## src/rtl/loba_div_seq_if.sv

```systemverilog
// Valid/ready bundle for the LOBA approximate divider.
// The master drives operands and out_ready; the slave (divider) returns the quotient.
interface loba_div_seq_if #(
  parameter int N = 16
) ();
  logic           in_valid;
  logic           in_ready;
  logic [2*N-1:0] in_d;
  logic [N-1:0]   in_a;
  logic           out_valid;
  logic           out_ready;
  logic [N-1:0]   out_q;
  logic           out_sat;
  logic           out_dz;

  modport master (
    output in_valid, in_d, in_a, out_ready,
    input  in_ready, out_valid, out_q, out_sat, out_dz
  );

  modport slave (
    input  in_valid, in_d, in_a, out_ready,
    output in_ready, out_valid, out_q, out_sat, out_dz
  );
endinterface

```

## src/rtl/loba_div_seq.sv

```systemverilog
// Sequential approximate divider, the inverse of the LOBA multiplier: Q ~= D / A using only
// the top K bits of A, one restoring-division quotient bit per cycle.
module loba_div_seq #(
  parameter int N = 16,
  parameter int K = 4
) (
  input  logic            clk,
  input  logic            rst,
  loba_div_seq_if.slave   bus
);
  localparam int W2 = 2 * N;
  localparam int KW = (N > 1) ? $clog2(N) : 1;
  localparam int CW = $clog2(W2);
  localparam logic [KW-1:0] KM1  = KW'(K - 1);
  localparam logic [CW-1:0] LAST = CW'(W2 - 1);

  typedef enum logic [1:0] {IDLE, NORM, DIV, DONE} state_t;

  state_t          state;
  state_t          state_nxt;
  logic [W2-1:0]   w;
  logic [W2-1:0]   quo;
  logic [W2-1:0]   quo_nxt;
  logic [N-1:0]    a_reg;
  logic [N-1:0]    q_reg;
  logic            sat_reg;
  logic            dz_reg;
  logic [K-1:0]    ah;
  logic [K-1:0]    ah_c;
  logic [K-1:0]    r;
  logic [K-1:0]    r_nxt;
  logic [K:0]      r_shift;
  logic [CW-1:0]   count;
  logic [KW-1:0]   kh;
  logic [KW-1:0]   s_c;
  logic            qbit;
  logic            sat_c;

  always_ff @(posedge clk) begin
    if (rst) state <= IDLE;
    else     state <= state_nxt;
  end

  always_comb begin
    state_nxt = state;
    case (state)
      IDLE:    if (bus.in_valid) state_nxt = NORM;
      NORM:    state_nxt = (a_reg == '0) ? DONE : DIV;
      DIV:     if (count == '0) state_nxt = DONE;
      DONE:    if (bus.out_ready) state_nxt = IDLE;
      default: state_nxt = IDLE;
    endcase
  end

  // Remainder stays below Ah, so K bits hold it; only the shifted partial remainder needs K+1.
  always_comb begin
    kh = '0;
    for (int i = 0; i < N; i++) begin
      if (a_reg[i]) kh = i[KW-1:0];
    end
    s_c     = (kh >= KM1) ? kh - KM1 : '0;
    ah_c    = K'(a_reg >> s_c);
    r_shift = {r, w[count]};
    qbit    = (r_shift >= {1'b0, ah});
    r_nxt   = qbit ? K'(r_shift - {1'b0, ah}) : K'(r_shift);
    quo_nxt = W2'({quo, qbit});
    sat_c   = |quo_nxt[W2-1:N];
  end

  always_ff @(posedge clk) begin
    if (rst) begin
      w       <= '0;
      quo     <= '0;
      a_reg   <= '0;
      q_reg   <= '0;
      sat_reg <= 1'b0;
      dz_reg  <= 1'b0;
      ah      <= '0;
      r       <= '0;
      count   <= '0;
    end else begin
      case (state)
        IDLE: begin
          if (bus.in_valid) begin
            w     <= bus.in_d;
            a_reg <= bus.in_a;
          end
        end
        NORM: begin
          w     <= w >> s_c;
          ah    <= ah_c;
          r     <= '0;
          quo   <= '0;
          count <= LAST;
          if (a_reg == '0) begin
            q_reg   <= '1;
            sat_reg <= 1'b0;
            dz_reg  <= 1'b1;
          end
        end
        DIV: begin
          r     <= r_nxt;
          quo   <= quo_nxt;
          count <= count - CW'(1);
          if (count == '0) begin
            q_reg   <= sat_c ? '1 : quo_nxt[N-1:0];
            sat_reg <= sat_c;
            dz_reg  <= 1'b0;
          end
        end
        default: ;
      endcase
    end
  end

  assign bus.in_ready  = (state == IDLE);
  assign bus.out_valid = (state == DONE);
  assign bus.out_q     = q_reg;
  assign bus.out_sat   = sat_reg;
  assign bus.out_dz    = dz_reg;
endmodule
```

## src/flat_wrapper.sv

```systemverilog
// flat-port wrapper written by rule: the top's interface ports become plain ports
module loba_div_seq_flat 
#(
  parameter int N = 16,
  parameter int K = 4
)
  (clk, rst, bus_in_valid, bus_in_d, bus_in_a, bus_out_ready, bus_in_ready, bus_out_valid, bus_out_q, bus_out_sat, bus_out_dz);
  loba_div_seq_if #(.N(N)) bus_i ();
  input  logic clk;
  input  logic rst;
  input wire logic [$bits(bus_i.in_valid)-1:0] bus_in_valid;
  input wire logic [$bits(bus_i.in_d)-1:0] bus_in_d;
  input wire logic [$bits(bus_i.in_a)-1:0] bus_in_a;
  input wire logic [$bits(bus_i.out_ready)-1:0] bus_out_ready;
  output wire logic [$bits(bus_i.in_ready)-1:0] bus_in_ready;
  output wire logic [$bits(bus_i.out_valid)-1:0] bus_out_valid;
  output wire logic [$bits(bus_i.out_q)-1:0] bus_out_q;
  output wire logic [$bits(bus_i.out_sat)-1:0] bus_out_sat;
  output wire logic [$bits(bus_i.out_dz)-1:0] bus_out_dz;
  assign bus_i.in_valid = bus_in_valid;
  assign bus_i.in_d = bus_in_d;
  assign bus_i.in_a = bus_in_a;
  assign bus_i.out_ready = bus_out_ready;
  assign bus_in_ready = bus_i.in_ready;
  assign bus_out_valid = bus_i.out_valid;
  assign bus_out_q = bus_i.out_q;
  assign bus_out_sat = bus_i.out_sat;
  assign bus_out_dz = bus_i.out_dz;
  loba_div_seq #(.N(N), .K(K)) u_core (.clk(clk), .rst(rst), .bus(bus_i));
endmodule
```

## config.mk

```make
export PLATFORM = sky130hd
export DESIGN_NAME = loba_div_seq_flat
export DESIGN_NICKNAME = d
export VERILOG_FILES = /design/src/rtl/loba_div_seq_if.sv /design/src/rtl/loba_div_seq.sv /design/src/flat_wrapper.sv
export SDC_FILE = /design/constraint.sdc
export NUM_CORES = 1
export LEC_CHECK = 0
export ABC_AREA = 1
export BUFFER_PORTS_ARGS = -buffer_cell sky130_fd_sc_hd__buf_4
export CORE_MARGIN = 2
export CORE_UTILIZATION = 30
export CTS_BUF_LIST = sky130_fd_sc_hd__clkbuf_8
export DETAILED_ROUTE_END_ITERATION = 12
export MAX_ROUTING_LAYER = met4
export REMOVE_ABC_BUFFERS = 1
export SYNTH_ARGS = -nofsm -noshare
export SYNTH_HDL_FRONTEND = slang
export SYNTH_SLANG_ARGS = --single-unit
```

## constraint.sdc

```tcl
create_clock -name clk -period 3 [get_ports clk]
set_clock_uncertainty 0.05 [all_clocks]
set_input_delay 0.45 -clock clk [delete_from_list [all_inputs] [get_ports clk]]
set_output_delay 0.45 -clock clk [all_outputs]
set_load 0.02 [all_outputs]
```

==> results by stage, run 1 <==
Drt:
- The ratio of routed vias to standard cells is 5.236.
- The routed length per placed instance is approximately 15 um.
- The count of nets left with antenna violations once routing finished came out at 0.
- In this run, the number of DRC markers left after iteration 0 of detailed routing was 840.
- Wires add up to around 23,000 um.
- The total via count after detailed routing is 8,000.
- The total iterations of the first detailed-routing run is 5.
- The DRC violation count after routing is 0.

Setup path:
- The largest single stage delay on the critical path is roughly 0.36 ns.
- The depth of the worst register-to-register path is 30.
- The critical path starts at u_core.a_reg[2].
- The most prevalent standard cell on the critical path is nand2_1.
- The worst setup path is launched from a flop.
- In this run the critical register-to-register path is captured at u_core.w[6].
- For the worst setup path, the data required time is around 3.3 ns.
- The slowest stage of the critical path belongs to the cell dfxtp_2.
- The critical path start-end classification is flop to flop.
- In this run the worst setup path terminates at u_core.w[6].
- Along the worst path, the maximum fanout reaches 8.
- In this run the register-to-register setup slack is -0.008 ns.
- The endpoint kind of the worst setup timing path is a flop.
- At the worst endpoint, the arrival time is ~3.3 ns.
- In this run the critical register-to-register path is launched from u_core.a_reg[2].

Die:
- From bottom edge to top edge, the die measures 157.7 um.
- The initial utilization of the core area, before any placement, comes to between 30% and 40%.
- In this run the core area contains 56 standard-cell rows.
- The placeable core area is 0.02333 mm2.
- The die outline area is roughly 0.025 mm2.
- The width of the die is between 150 and 200 um.
- The I/O pin count is roughly 70.

Layout:
- The layout has between 2,000 and 2,500 filler cells.
- Summing all non-filler instances in the final layout gives an area of between 0.009 and 0.01 mm2.
- The largest registers in the layout are u_core.w x32, u_core.quo x31.
- 0 antenna diodes ended up in the layout.
- In the final layout, the share of cells above drive strength 1 is 25.97%.
- The register with the most flip-flops in the layout has 32 of them.
- The most flop-heavy register is u_core.w.
- The area growth from synthesis to final layout is 30.97%.
- For this run, the share of the core covered by cells in the final layout is slightly below 40%.
- The sequential cells in the finished layout cover a total of between 0.002 and 0.0025 mm2.
- In the final layout, the multi-input gates occupy roughly 0.0048 mm2.
- In the final design database the tool counted 1,268 nets.

GRT:
- Global routing consumed, on the met2 layer, 28.22% of the routing resources.
- The first global-routing pass estimated about 36,000 um of wire.
- The met1 track demand over resource is between 20% and 30%.
- The busiest metal layer after global routing is met2.
- The overall routing resource usage is 18.65%.
- For this run, global-route usage on met3 was measured as approximately 3.2%.
- The number of global-route vias before repair came to between 7,000 and 8,000.
- Entering global routing, the biggest net connects 52 pins.
- The initial antenna violation count is 0.
- The remaining global-route overflow is 0.

Status:
- The final reports fail on setup timing.
- The run finished, with violations left.

Yosys:
- The count of distinct cell types in the synthesized netlist is 38.
- The sequential area share after synthesis is a little under a third.
- The cell count after synthesis is around 1,100.
- For this run, the number of Yosys warnings is 0.
- Summing every instance area after synthesis gives 0.007089 mm2.
- The average cell area after synthesis is 6.208 um2.
- The flip-flop and latch count after synthesis is ~110.

Timing:
- In the post-route analysis, the smallest setup slack over all paths is -0.008472 ns.
- The worst pin sits at a relative slew slack of 34.33%.
- The final critical path takes up 100.3% of the cycle.
- For the finished layout, the period the worst path requires is 3.008 ns.
- The max-slew violation total from the final report is 0.
- The timing-limited maximum frequency is between 300 and 400 MHz.
- The slew at the pin closest to its max-slew limit is 0.9840 ns.
- The final-report setup violation count is 2.
- The final count of hold timing violations came to 0.
- Setup repair after global routing could not meet its margin everywhere.

Placed design:
- The worst setup slack before clock tree synthesis is -0.02333 ns.
- In this run the cell area measured after placement is between 0.008 and 0.009 mm2.
- The total of buffers placed on input and output ports is a little over 70.
- The routability congestion estimate from global placement is roughly 0.97.
- After legalization and detailed placement, the total HPWL measured between 15,000 and 20,000 um.

Clock network:
- The largest buffer count on any clock path is 2.
- CTS placed an instance of clkbuf_8 at the clock tree root.
- The deepest level of the CTS H-tree is 3.
- After clock tree synthesis, the clock-pin slew on the worst setup and hold paths is between 0.1 and 0.15 ns.
- The CTS tree is yes.
- The clock sink total is 112.
- The clock latency reported for the late side of the worst-skew pair is just over 0.4 ns.
- The number of buffers created by CTS is 9.

Job:
- Max-cap violations in this run came to 0.

Min path:
- In this run the most critical hold path is launched from bus_in_d[26].
- The class of the worst hold path is primary input to flop.
==> layout by cell type, fill, tap and decap left out, types with 3 or more instances in the layout <==
cell,instances
nand2_1,204
dfxtp_1,110
buf_6,4
o21ai_1,5
a31oi_1,5
nand3_4,9
nor3_1,18
buf_4,114
nor4_1,3
o21ai_0,87
inv_6,3
clkinv_1,4
nand3_1,102
o211ai_1,3
buf_12,5
ha_1,9
inv_1,121
nor2_4,4
nand3_2,94
nand2_2,27
nor2_1,35
inv_4,3
a21oi_2,6
nand4_1,47
a21oi_1,122
inv_2,6
o21a_1,3
o22ai_1,3
nand2_4,10
clkbuf_8,9
==> worst min-delay path by stage <==
| stage | to | slack [ns] | cells after the start |
|---|---|---|---|
| 6_report | u_core.w[26] | 0.27 | 3 |
| 5_1_grt | u_core.a_reg[14] | 0.26 | 3 |
| 4_1_cts | u_core.w[25] | 0.25 | 3 |
| 3_5_place_dp | u_core.quo[30] | 0.41 | 2 |
| 3_3_place_gp | u_core.quo[30] | 0.41 | 2 |
| 2_1_floorplan | u_core.quo[30] | 0.39 | 2 |
==> stage by stage <==
stage | cells | TNS [ns] | hold slack (ns)
6_report | 1528 | -0.01191 | 0.2656
5_1_grt | 1528 | -6.436 | 0.2607
4_1_cts | 1523 | 0 | 0.2519
3_5_place_dp | 1505 | -0.1103 | 0.4087
3_3_place_gp | 1505 | 0 | 0.4052
2_1_floorplan | 1066 | -58.40 | 0.3889
==> worst max-delay path: cells and delay by family (launching register included) <==
family | cells | cell delay (ns)
adder cells (fa/ha/maj) | 1 | 0.17
buffers and inverters | 4 | 0.35
flip-flops | 1 | 0.36
AND/OR/NAND/NOR | 25 | 2.02
==> logic make-up (layout without fill, tap and decap cells) <==
logic type | Yosys count | count (layout) | synth area share, %
AND/OR/NAND/NOR | 558 | 558 | 35.88
AO/OA/AOI/OAI | 246 | 246 | 18.20
buffers and inverters | 211 | 278 | 11.70
flip-flops | 112 | 112 | 31.63
adder cells (fa/ha/maj) | 12 | 12 | 2.224
XOR/XNOR | 3 | 3 | 0.3707
==> layout make-up <==
class / instances / share of cell area [%]
sequential: 112 / 24.20
multi-input combinational: 819 / 51.84
inverter: 135 / 5.592
timing repair buffer: 127 / 11.78
clock inverter: 7 / 0.9567
clock buffer: 9 / 1.334
tap: 319 / 4.299
==> synthesized netlist by cell type <==
| master | instances | share of area, % |
|---|---|---|
| nor2_4 | 1 | 0.16 |
| and2_1 | 1 | 0.088 |
| a21boi_0 | 2 | 0.21 |
| nand4_1 | 47 | 4.1 |
| nor3_1 | 19 | 1.3 |
| a21oi_1 | 128 | 9.0 |
| nand2_1 | 235 | 12 |
| a211oi_1 | 3 | 0.32 |
| dfxtp_1 | 112 | 32 |
| clkinv_1 | 4 | 0.21 |
| o221ai_1 | 1 | 0.12 |
| inv_1 | 125 | 6.6 |
| o21a_1 | 4 | 0.42 |
| inv_2 | 6 | 0.32 |
| a41oi_1 | 1 | 0.12 |
| ha_1 | 11 | 1.9 |
| o311ai_0 | 1 | 0.12 |
| nand3_1 | 204 | 14 |
| xnor2_1 | 2 | 0.25 |
| o2111ai_1 | 1 | 0.12 |
| nand3_2 | 1 | 0.14 |
| nor4_2 | 1 | 0.18 |
| fa_1 | 1 | 0.28 |
| o211ai_1 | 3 | 0.32 |
| clkbuf_1 | 52 | 2.8 |
| nor2_2 | 2 | 0.18 |
| buf_1 | 8 | 0.42 |
| nand2_2 | 6 | 0.53 |
| buf_2 | 9 | 0.64 |
| o21ai_1 | 2 | 0.14 |
| nor4_1 | 3 | 0.26 |
| o21ai_0 | 91 | 6.4 |
| a31oi_1 | 5 | 0.44 |
| xor2_1 | 1 | 0.12 |
| nor2_1 | 38 | 2.0 |
| buf_4 | 7 | 0.74 |
| o22ai_1 | 3 | 0.26 |
| a221oi_1 | 1 | 0.12 |
==> metal layers <==
metal | share of wire [%] | up-vias | wire, um
met5 | 0 | - | 0
met4 | 1.8 | 0 | 422
met3 | 6.5 | 45 | 1519
met2 | 45 | 272 | 10430
met1 | 47 | 3681 | 10960
li1 | - | 4002 | -
==> timing repair <==
| item | CTS | global route |
|---|---|---|
| hold buffers | 0 | 0 |
| gates resized for setup | 12 | 184 |
| setup endpoints to repair | 18 | 41 |
| buffers inserted | 1 | 4 |
| pin swaps | 1 | 33 |
| gates cloned | 1 | 2 |
Power of run 1 is left out: the tool's default activity adds up to more than one toggle a clock period on the data nets, which glitch-free logic cannot reach.
==> inputs of run 2 (changes only) <==
Settings changed: ABC_AREA 1 to default.
==> run 2 against run 1 <==
Compared with the run above: the run still ends with setup timing left; setup slack lost 0.58 ns; count of clock-buffer cells in the layout is the same; core utilization grew 4.3 points; largest cell class unchanged; cell count shrank 9.8%; flip-flop and latch count is the same; non-clock buffer count grew 138; area after synthesis grew 1.7%; wire length grew 14%; fmax shrank 16%; die area grew 1.7%; critical path type unchanged.
==> results by stage, run 2 <==
Setup path:
- By startpoint and endpoint, the worst setup path is classified as flop to flop.
- The critical path data required time is 3.23 ns (-0.04 ns).
- The endpoint kind of the worst setup timing path is a flop.
- The maximum fanout encountered on the critical timing path is 6 (-2).
- STA classifies the critical path startpoint as a flop.
- On the critical path the largest part of the delay comes from simple AND/OR/NAND/NOR gates.
- The combined buffer and inverter count along the critical path was 1 (-3).
- The worst-path cell with the longest stage delay is mux4_2.
- The critical path goes through or3_4 > o22ai_4 > o31ai_4 > or2_4 > ha_4 > nor4_4 > nor3_4 > a21o_4 > buf_6 > mux4_2 > and3_4 > o41ai_4 > a211oi_2.
- The worst endpoint data arrival time was 3.83 ns (+0.55 ns).
- The delay contributed by the slowest stage of the critical path came to 0.43 ns (+0.07 ns).

Timing:
- The share of the cycle needed by the critical path after routing is 119.7% (+19 points).
- The timing-limited maximum frequency was 278.4 MHz (-16%).
- The tightest hold margin was 0.2200 ns (-0.04562 ns).
- The slew at the pin closest to its max-slew limit came to 0.6921 ns (-0.2918 ns).
- Setup repair after global routing could not meet its margin everywhere.
- The final-report setup violation count was 42 (+40).
- The max-slew violation total from the final report was 0 (unchanged).
- The final count of hold timing violations is 0 (unchanged).
- The tightest slew margin relative to the limit came to 53.69% (+19 points).
- The setup slack of the critical path after layout is -0.5918 ns (-0.5834 ns).
- The clock period minus worst slack is 3.592 ns (+0.5834 ns).

Clock network:
- The clock sink total is 112 (unchanged).
- The CTS tree is yes.
- The buffer type at the clock tree root is clkbuf_8.
- The largest buffer count on any clock path is 2 (unchanged).
- The number of buffers created by CTS came to 9 (unchanged).
- The clock latency reported for the late side of the worst-skew pair is 0.41 ns (about the same).
- The deepest level of the CTS H-tree is 3 (unchanged).
- The clock-pin slew of the registers on the worst-case setup and hold paths is 0.13 ns (about the same).

Yosys:
- The total of warnings raised by yosys is 0 (unchanged).
- The most used flip-flop cell after synthesis is dfxtp_1.
- The number of flops mapped to enable cells by yosys is 0 (unchanged).
- dfxtp_1 is the most common cell in the netlist.
- The sequential area share after synthesis is 31.08% (-0.54 points).
- The average cell area after synthesis is 8.407 um2 (+35%).
- The count of distinct cell types in the synthesized netlist came to 61 (+61%).
- The share of synthesized registers carrying an async set or reset is 0% (unchanged).
- The fraction of post-synthesis cell area in the top cell type by area was 31.08% (-0.54 points).
- Sorting the synthesized cells by how often they occur yields 112 x dfxtp_1, 89 x a21oi_1, 72 x nand2_1.
- The summed instance area of the synthesized netlist is 0.007213 mm2 (+1.7%).
- The cell count after synthesis is 858 (-25%).
- The cell accounting for the most synthesized area is dfxtp_1.
- Yosys attributes the largest share of cell area to dfxtp_1 31%, mux4_2 10%, a21oi_1 6.2%.
- The flip-flop and latch count after synthesis came to 112 (unchanged).

Drt:
- The ratio of routed vias to standard cells is 5.624 (+7.4%).
- The uppermost layer routed is met4.
- The total via count after detailed routing was 7,756 (-3.1%).
- The DRC violation count after routing is 0 (unchanged).
- The total iterations of the first detailed-routing run was 5 (unchanged).
- The number of nets with antenna violations after detailed routing is 0 (unchanged).
- The met1 wire length was 11,470 um (+4.6%).
- The routed length per placed instance was 19.27 um (+26%).
- The met2 routed wirelength is 12,410 um (+19%).
- The detailed route wirelength on metal3 is 1888 um (+24%).
- The violation count after the first detailed-routing iteration is 682 (-19%).
- The wire length reported by the detailed router is 26,580 um (+14%).

Job:
- The total of max-cap violations is 0 (unchanged).

Die:
- The starting density of the core is 30.64% (+0.25 points).
- The placeable core area is 0.02354 mm2 (+0.90%).
- The width of the die is 159.1 um (+0.85%).
- The die outline area is 0.02530 mm2 (+1.7%).
- The I/O pin count was 72 (unchanged).
- The height of the die was 159.1 um (+0.85%).
- The row count is 56 (unchanged).

Layout:
- The total inserted antenna cells came to 0 (unchanged).
- Leaving out fill and tap cells, the most frequent cells in the layout are 237 x buf_4, 108 x dfxtp_1, 75 x a21oi_1.
- The most frequent standard cell in the layout excluding fill and tap cells is buf_4.
- The largest registers in the layout are u_core.w x32, u_core.quo x31.
- The fraction of layout cells with a size suffix above 1 is 41.79% (+16 points).
- The count of nets after finishing is 1,119 (-12%).
- The most flop-heavy register is u_core.w.
- The final core utilization is 44.13% (+4.3 points).
- Relative to the synthesized area, the layout overhead comes to 44.04%.
- The post-layout instance count excluding filler cells came to 1,379 (-9.8%).
- The number of flip-flops under the largest register name is 32 (unchanged).

GRT:
- The overall routing resource usage was 20.82% (+2.2 points).
- The remaining global-route overflow came to 0 (unchanged).
- The wire length of the first global-routing pass is 41,290 um (+14%).
- The pin count of the biggest net entering global routing came to 51 (-1.9%).
- The number of global-route vias before repair is 7,536 (+3.8%).
- The initial antenna violation count is 0 (unchanged).

Placed design:
- The worst setup slack before clock tree synthesis is -0.6409 ns (-0.6176 ns).
- The number of cells after detailed placement is 1,337 (-11%).
- The total of buffers placed on input and output ports is 71 (unchanged).
- The half-perimeter wire length of the detailed placement result is 18,370 um (+18%).
- The routability congestion estimate from global placement is 1.014 (+4.9%).

Status:
- The final reports fail on setup timing.
- The run finished, with violations left.

Min path:
- The class of the worst hold path is primary input to flop.
run 2: layout make-up:
cell class	count	area, um2
Fill cell	2296	13150
Multi-Input combinational cell	640	5276
Sequential cell	112	2247
Timing Repair Buffer	265	2143
Tap cell	319	399.1
Clock buffer	9	123.9
Inverter	27	101.3
Clock inverter	7	98.84
run 2: metal layers:
metal | vias up | global-route usage (%)
li1 | 3606 | -
met1 | 3767 | 26.25
met2 | 319 | 32.98
met3 | 64 | 4.480
met4 | 0 | 7.314
met5 | - | -
run 2: final timing paths:
kind,from,endpoint,slack (ns),depth (start not counted)
max,u_core.a_reg[11],u_core.w[14],-0.59,13
min,bus_in_a[5],u_core.a_reg[5],0.22,3
max reg2reg,u_core.a_reg[11],u_core.w[14],-0.59,13
min reg2reg,u_core.a_reg[5],u_core.a_reg[5],0.44,2
run 2: metrics by stage:
stage / instance area [um2] / TNS, ns
after floorplan: 6887 / -69.70
after global placement: 9148 / -19.43
after detailed placement: 9148 / -21.03
after CTS: 9888 / -13.62
after global routing: 10390 / -20.10
final: 10390 / -15.38
run 2: kinds of logic after synthesis:
logic type	count (synthesis)	synth area share, %
and+or+nand+nor	290	20.09
AOI/OAI and AO/OA	253	23.49
DFF	112	31.08
buffers and inverters	108	5.932
muxes	81	16.98
adders and majority gates	12	2.186
xor gates and xnor gates	2	0.2429
run 2: timing repair:
item,CTS,global route
setup endpoints to repair,42,42
pin swaps,34,43
gates cloned,3,0
hold buffers,0,0
setup buffers,10,14
gates resized for setup,94,74
run 2: worst reg2reg max path, cell delays in order (launching register included):
cell and delay, ns:
dfxtp_2 0.34, or3_4 0.38, o22ai_4 0.20, o31ai_4 0.10, or2_4 0.27, ha_4 0.17, nor4_4 0.35, nor3_4 0.11
a21o_4 0.28, buf_6 0.13, mux4_2 0.43, and3_4 0.21, o41ai_4 0.34, a211oi_2 0.12
Power of run 2 is left out for the same reason.
==> inputs of run 3 (changes only) <==
Settings changed: CORE_ASPECT_RATIO from default to 0.6, SKIP_LAST_GASP from default to 1.
==> run 3 against run 2 <==
Compared with the run above: the run still ends with setup timing left; register-to-register slack improved by 0.05 ns; count of clock-buffer cells in the layout unchanged; non-clock buffer count is 5 higher; highest routed layer unchanged.
==> results by stage, run 3 (synthesis results as in run 2) <==
Timing:
- The slew at the pin closest to its max-slew limit came to 0.5992 ns (-0.09293 ns).
- Setup repair after global routing could not meet its margin everywhere.
- The clock period minus worst slack is 3.545 ns (-0.04652 ns).
- The final-report setup violation count is 42 (unchanged).
- The setup slack of the critical path after layout is -0.5453 ns (+0.04652 ns).
- The tightest slew margin relative to the limit was 60.05% (+6.4 points).
- The max-slew violation total from the final report is 0 (unchanged).
- The final count of hold timing violations is 0 (unchanged).
- The timing-limited maximum frequency came to 282.1 MHz (+1.3%).
- The share of the cycle needed by the critical path after routing is 118.2% (-1.6 points).

Setup path:
- The critical path in this run is classified as flop to flop.
- The critical path data required time came to 3.25 ns (+0.02 ns).
- The maximum fanout encountered on the critical timing path is 6 (unchanged).
- The endpoint kind of the worst setup timing path is a flop.
- The critical path goes through or3_4 > o22ai_4 > o31ai_2 > or2_4 > ha_4 > nor4_4 > nor3_4 > buf_6 > a21o_4 > buf_6 > mux4_2 > or3_1 > o211ai_1 > a211oi_1.
- The worst endpoint data arrival time is 3.79 ns (-0.04 ns).
- The combined buffer and inverter count along the critical path is 2 (+1).
- The most numerous cell type found on the critical path is buf_6.
- The number of stages on the worst setup path is 14 (+1).
- The depth of the worst register-to-register path is 14 (+1).
- The worst-path cell with the longest stage delay is mux4_2.
- STA classifies the critical path startpoint as a flop.
- The delay contributed by the slowest stage of the critical path is 0.45 ns (+0.02 ns).
- Grouping stages by cell kind, the critical path spends the most delay in simple AND/OR/NAND/NOR gates.

Drt:
- The wire length reported by the detailed router was 28,540 um (+7.4%).
- The DRC violation count after routing is 0 (unchanged).
- The total iterations of the first detailed-routing run was 5 (unchanged).
- The routed length per placed instance is 20.68 um (+7.3%).
- The number of nets with antenna violations after detailed routing is 0 (unchanged).
- The total via count after detailed routing is 7,838 (+1.1%).
- The violation count after the first detailed-routing iteration was 745 (+9.2%).
- The ratio of routed vias to standard cells was 5.680 (+0.98%).

Layout:
- The count of nets after finishing is 1,124 (+0.45%).
- The total inserted antenna cells was 0 (unchanged).
- Leaving out fill and tap cells, the most frequent cells in the layout are 233 x buf_4, 107 x dfxtp_1, 75 x a21oi_1.
- In the final layout, the registers with the most flip-flops are u_core.w x32, u_core.quo x31.
- u_core.w holds more flip-flops than any other register.
- The most frequent standard cell in the layout excluding fill and tap cells is buf_4.
- The area growth from synthesis to final layout is 44.65%.
- The number of flip-flops under the largest register name is 32 (unchanged).
- The fraction of layout cells with a size suffix above 1 is 42.35% (+0.55 points).

GRT:
- The wire length of the first global-routing pass came to 43,530 um (+5.4%).
- The overall routing resource usage was 23.15% (+2.3 points).
- The initial antenna violation count is 2 (+2).
- The number of global-route vias before repair is 7,299 (-3.1%).
- The remaining global-route overflow is 0 (unchanged).
- The pin count of the biggest net entering global routing is 90 (+76%).

Clock network:
- The deepest level of the CTS H-tree was 3 (unchanged).
- The largest buffer count on any clock path is 2 (unchanged).
- The clock sink total is 112 (unchanged).
- The buffer type at the clock tree root is clkbuf_8.
- The clock latency reported for the late side of the worst-skew pair came to 0.42 ns (about the same).
- The clock-pin slew of the registers on the worst-case setup and hold paths is 0.13 ns (about the same).
- The number of buffers inserted for hold repair after clock tree synthesis is 0 (unchanged).
- The number of buffers created by CTS is 9 (unchanged).
- TritonCTS built the clock tree.

Status:
- The flow ran to the end, but the final reports show violations.
- The final reports fail on setup timing.

Die:
- The die outline area is 0.02534 mm2 (+0.16%).
- The I/O pin count is 72 (unchanged).
- The placeable core area was 0.02335 mm2 (-0.82%).
- The row count is 43 (-23%).
- The starting density of the core is 30.89% (+0.25 points).
- The width of the die is 204.2 um (+28%).
- The height of the die is 124.1 um (-22%).

Min path:
- The class of the worst hold path is primary input to flop.
- The number of stages on the worst hold path is 3 (unchanged).

Placed design:
- The routability congestion estimate from global placement is 1.009 (-0.54%).
- The worst setup slack before clock tree synthesis was -0.7411 ns (-0.1001 ns).
- The total of buffers placed on input and output ports was 71 (unchanged).
- The half-perimeter wire length of the detailed placement result is 20,200 um (+10%).

Job:
- The total of max-cap violations is 0 (unchanged).
[run 3: cell count changes in the layout (fill, tap and decap cells not counted), sizes merged]
cell	change
bufinv	+1
buf	+4
clkinv	+1
clkbuf	+1
inv	-2
[run 3: layout make-up]
type                            instances  area, um2
Multi-Input combinational cell        640       5223
Inverter                               27      101.3
Clock buffer                            9      123.9
Timing Repair Buffer                  270       2226
Fill cell                            2331      12920
Tap cell                              315      394.1
Clock inverter                          7      112.6
Sequential cell                       112       2253
[run 3: final timing paths]
check	start	to	slack, ns
worst min register to register	u_core.a_reg[0]	u_core.a_reg[0]	0.43
worst max register to register	u_core.a_reg[9]	u_core.w[3]	-0.55
worst min-delay path	bus_in_a[7]	u_core.a_reg[7]	0.21
worst max-delay path	u_core.a_reg[9]	u_core.w[3]	-0.55
[run 3: per-stage QoR]
step / cell area, um2 / hold slack (ns) / cells / util [%] / TNS (ns)
2_1_floorplan: 6887 / 0.3897 / 777 / - / -69.70
3_3_place_gp: 9150 / 0.4099 / 1334 / 39.19 / -20.99
3_5_place_dp: 9150 / 0.4169 / 1334 / 39.19 / -24.04
4_1_cts: 9995 / 0.1947 / 1369 / 42.80 / -16.59
5_1_grt: 10430 / 0.2027 / 1380 / 44.68 / -20.48
6_report: 10430 / 0.2134 / 1380 / 44.68 / -16.30
[run 3: layer usage]
layer | vias to the layer above | part of all wire, % | GRT usage [%]
met1 | 3737 | 48 | 34.86
li1 | 3634 | - | -
met4 | 0 | 1.3 | 3.850
met2 | 422 | 39 | 30.87
met5 | - | 0 | -
met3 | 45 | 11 | 5.730
[run 3: worst min-delay path, stage by stage]
cell and delay [ns]:
buf_4 0.11, nand2_1 0.04, a21oi_1 0.05
[run 3: timing repair]
action | CTS | global route
gates cloned | 2 | 1
setup endpoints to repair | 42 | 42
buffers inserted | 17 | 13
hold endpoints to repair | 0 | 0
pin swaps | 49 | 43
gates resized for setup | 106 | 75
Power of run 3 is left out for the same reason.
